==> config.mk <==
export PLATFORM = sky130hd
export DESIGN_NAME = demux_1an_hs
export DESIGN_NICKNAME = d
export VERILOG_FILES = /design/src/rtl/demux_1an_hs.sv
export SDC_FILE = /design/constraint.sdc
export NUM_CORES = 1
export LEC_CHECK = 0
export ABC_AREA = 1
export BUFFER_PORTS_ARGS = -buffer_cell sky130_fd_sc_hd__buf_2
export CELL_PAD_IN_SITES_DETAIL_PLACEMENT = 1
export CELL_PAD_IN_SITES_GLOBAL_PLACEMENT = 1
export CORE_AREA = 2 2 40 70
export CTS_BUF_LIST = sky130_fd_sc_hd__clkbuf_4
export CTS_CLUSTER_DIAMETER = 120
export CTS_CLUSTER_SIZE = 25
export DETAILED_ROUTE_END_ITERATION = 10
export DIE_AREA = 0 0 42 72
export PLACE_DENSITY_LB_ADDON = 0.15
export REMOVE_ABC_BUFFERS = 1
export SETUP_SLACK_MARGIN = 0.15
export SYNTH_ARGS = -nofsm -noshare
export SYNTH_HDL_FRONTEND = slang
export SYNTH_SLANG_ARGS = --single-unit
==> constraint.sdc <==
create_clock -name clk -period 2.05 [get_ports clk]
set_input_delay 0.615 -clock clk [delete_from_list [all_inputs] [get_ports clk]]
set_output_delay 0.615 -clock clk [all_outputs]
set_load 0.03 [all_outputs]
==> src/rtl/demux_1an_hs.sv <==
// 1:N word demux with one-entry per-lane output registers; lane from sel_in (MODE=0) or round-robin (MODE=1).
// Latency 1 cycle; ready_out is combinational from the target lane's full/ready, illegal selects are dropped.
module demux_1an_hs #(
    parameter int WIDTH  = 8,
    parameter int N_OUT  = 2,
    parameter int MODE   = 0,
    localparam int SEL_W = (N_OUT > 1) ? $clog2(N_OUT) : 1
) (
    input  logic                     clk,
    input  logic                     reset_L,
    input  logic [SEL_W-1:0]         sel_in,
    input  logic                     valid_in,
    input  logic [WIDTH-1:0]         data_in,
    output logic                     ready_out,
    output logic [N_OUT-1:0]         valid_out,
    output logic [N_OUT*WIDTH-1:0]   data_out,
    input  logic [N_OUT-1:0]         ready_in,
    output logic [SEL_W-1:0]         rr_ptr,
    output logic                     err_sel
);

    localparam logic [SEL_W:0]   N_OUT_W = (SEL_W+1)'(N_OUT);
    localparam logic [SEL_W-1:0] LAST_W  = SEL_W'(N_OUT - 1);

    logic [N_OUT-1:0]            r_full;
    logic [N_OUT-1:0][WIDTH-1:0] r_data;
    logic [SEL_W-1:0]            r_rr_ptr;
    logic                        r_err;

    logic [SEL_W-1:0]            w_tgt;
    logic                        w_sel_ok;
    logic [N_OUT-1:0]            w_tgt_oh;
    logic                        w_stall;
    logic                        w_ready;
    logic                        w_accept;
    logic [N_OUT-1:0]            w_load;

    assign w_tgt    = (MODE != 0) ? r_rr_ptr : sel_in;
    assign w_sel_ok = (MODE != 0) || ({1'b0, sel_in} < N_OUT_W);

    // An out-of-range target decodes to all-zero, so it never stalls and never loads.
    always_comb begin
        w_tgt_oh = '0;
        for (int i = 0; i < N_OUT; i++) begin
            w_tgt_oh[i] = (w_tgt == SEL_W'(i));
        end
    end

    assign w_stall  = |(w_tgt_oh & r_full & ~ready_in);
    assign w_ready  = ~w_stall;
    assign w_accept = valid_in & w_ready;
    assign w_load   = w_accept ? w_tgt_oh : '0;

    always_ff @(posedge clk or negedge reset_L) begin
        if (!reset_L) begin
            r_full <= '0;
            r_data <= '0;
        end else begin
            for (int i = 0; i < N_OUT; i++) begin
                r_full[i] <= w_load[i] | (r_full[i] & ~ready_in[i]);
                if (w_load[i]) begin
                    r_data[i] <= data_in;
                end
            end
        end
    end

    always_ff @(posedge clk or negedge reset_L) begin
        if (!reset_L) begin
            r_rr_ptr <= '0;
        end else if ((MODE != 0) && w_accept) begin
            r_rr_ptr <= (r_rr_ptr == LAST_W) ? '0 : r_rr_ptr + 1'b1;
        end
    end

    always_ff @(posedge clk or negedge reset_L) begin
        if (!reset_L) begin
            r_err <= 1'b0;
        end else begin
            r_err <= valid_in & ~w_sel_ok;
        end
    end

    assign ready_out = w_ready;
    assign valid_out = r_full;
    assign data_out  = r_data;
    assign rr_ptr    = r_rr_ptr;
    assign err_sel   = r_err;

    a_rr_in_range: assert property (@(posedge clk) disable iff (!reset_L)
        {1'b0, r_rr_ptr} < N_OUT_W);

endmodule
==> key figures <==
Clock tree
  – Clock buffer depth: 2
  – CTS tree: yes
  – CTS Buf Count: 3
  – Hold_buf cts: 0
  – CTS root buf: clkbuf_4
  – H-tree depth: 1
  – Worst-Skew Late Latency: 0.29 ns
  – Clk slew on worst S/H paths: 0.10 ns
  – Clock Sinks: 18
  – Post-CTS resize count: 0
  – Post-CTS setup buffers: 0

Floorplanning
  – Die area: 3020 µm²
  – Starting Density: 33.9%
  – Area of the core: 2430 µm²
  – Std-Cell Rows: 24
  – Die Ht: 72 µm
  – Num ports: 35
  – Die Wd: 42 µm

Routing
  – Vias post-DR: 691
  – Router iterations before antenna repair: 3
  – Routed Antenna Nets: 0
  – Via/cell ratio: 4.80
  – DR WL/cell: 13.3 µm
  – DRC viols: 0
  – Starting DRT DRC Count: 18
  – Total wire length: 1.92 mm

Pwr
  – Pwr dens: 906 nW/µm²
  – Max VDD drop: 343 µV
  – Cell leakage power: 0.573 nW

Logic synthesis
  – Post-synth EDFFs: 0
  – YS warnings: 1
  – Area contributors post-synth: dfrtp_1 (55%), nand2_1 (17%), nand4_1 (12%)
  – FF+latch count, synth: 18
  – Seq/Total Area, Yosys: 54.6%
  – Mapped Area: 825 µm²
  – Top FF cell, synth: dfrtp_1
  – Yosys cell types: 11
  – Ys async rst share: 100%
  – Synthesized instance count: 86
  – Top cells by count, synth: nand2_1 (37), dfrtp_1 (18), nand4_1 (16)
  – Cell taking the most area after synthesis: dfrtp_1
  – Mapped Avg Cell Area: 9.59 µm²
  – Most frequent cell after synthesis: nand2_1
  – Synth top area share: 54.6%

STA
  – Worst hold margin: 0.235 ns
  – Clock skew: 0.00504 ns
  – Fin crit period: 1.79 ns
  – Fin. max-slew vios: 0
  – Final setup viols: 0
  – Final Hold Viols: 0
  – Peak Freq: 558 MHz
  – RSZ-0062 raised after global routing: false
  – Worst setup margin: 0.257 ns
  – TNS Setup: 0 ns
  – Period utilization: 87.5%

GRT
  – Pin count of the biggest net entering global routing: 19
  – First-pass GRT wire length: 3.39 mm
  – Total Routing Usage GR: 14.8%
  – Vias in the first global route: 740
  – Initial antenna violation count: 0
  – Grt ovf: 0

Place
  – I/O Buffers: 32
  – Area after DPL: 971 µm²
  – Post-DP HPWL: 1.53 mm
  – Gp weighted congestion: 0.743
  – Placement Setup Slack: 0.252 ns
  – Placed Cells: 141

Layout
  – # fillers: 310
  – Area Growth Syn to Fin: 20.5%
  – Proportion of layout cells with a drive suffix above 1: 36.4%
  – Antenna cells: 0
  – Non-filler cells in the finished layout: 144
  – Final instance area: 993 µm²
  – Nets: 134

Status
  – Outcome: completed

Critical path
  – CP arrival: 1.18 ns
  – CP cell instances: buf_2 -> nand2_1 -> nand2_1 -> buf_2
  – CP Launch Type: input pin
  – Crit Path Class: input pin to output port
  – Reg-to-Reg Start: valid_out[1]
  – Worst r2r path cells: 5
  – Critical path's slowest cell: buf_2
  – Critical path fanouts, max: 11
  – Critical path required time: 1.43 ns
  – Element type at the critical path end: output port
  – Worst R2R End: data_out[15]
  – FF-to-FF setup slack: 1.01 ns
  – Slowest stage delay, CP: 0.21 ns

Worst hold path
  – Hold Path Class: input pin to asynchronous set/reset pin

Run
  – Max Cap Viol: 0
-- metrics by stage --
stage          util, %  total power, mW
4_1_cts           40.8            0.920
3_3_place_gp      39.9            0.732
3_5_place_dp      39.9            0.739
5_1_grt           40.8            0.955
6_report          40.8            0.900
2_1_floorplan        -            0.626
-- state kept, by name (all words and copies together), names as in the netlist --
register / flops
data_out: 16
valid_out: 2
-- layer usage --
| metal | track usage [%] | wire (µm) |
|---|---|---|
| met2 | 25.5 | 1040 |
| met3 | 1.74 | 86 |
| met4 | 9.68 | 51 |
| met5 | 0 | 0 |
| met1 | 17.1 | 739 |
-- worst max-delay path, delay by kind of cell --
kind | cells | cell delay, ns
AND/OR/NAND/NOR | 2 | 0.15
buffers and inverters | 2 | 0.40
-- worst max path at each step --
stage	from	end	slack [ns]	cells past startpoint
floorplan	ready_in[1]	ready_out	0.35	4
global placement	sel_in	ready_out	0.28	4
detailed placement	sel_in	ready_out	0.25	4
CTS	sel_in	ready_out	0.25	4
global route	sel_in	ready_out	0.19	5
finish	sel_in	ready_out	0.26	4
-- cell usage in the layout, fill, tap and decap left out, drive strengths merged --
master,n
buf,35
nand3,2
nand2,39
inv,3
nand4,16
dfrtp,18
clkbuf,3
conb,2
-- final cells by class --
class | instances | area (µm²) | share of cell area [%]
Sequential cell | 18 | 450 | 45.3
Multi-Input combinational cell | 59 | 294 | 29.6
Timing Repair Buffer | 35 | 183 | 18.4
Tap cell | 26 | 32.5 | 3.27
Clock buffer | 3 | 22.5 | 2.27
Inverter | 3 | 11.3 | 1.13
-- report_power, final --
part / switching [mW] / total (mW) / internal, mW
Combinational: 0.210 / 0.291 / 0.0806
Clock: 0.105 / 0.174 / 0.0684
Sequential: 0.0265 / 0.435 / 0.409
Total: 0.342 / 0.900 / 0.558
-- cells by family (layout without fill, tap and decap cells) --
logic type,after synthesis,in the layout,share of synthesized area (%)
AND/OR/NAND/NOR,57,57,34.7
flip-flops,18,18,54.6
buffers and inverters,10,41,10.2
other,1,2,0.455
Note: power is estimated with default switching activity, not from simulation.
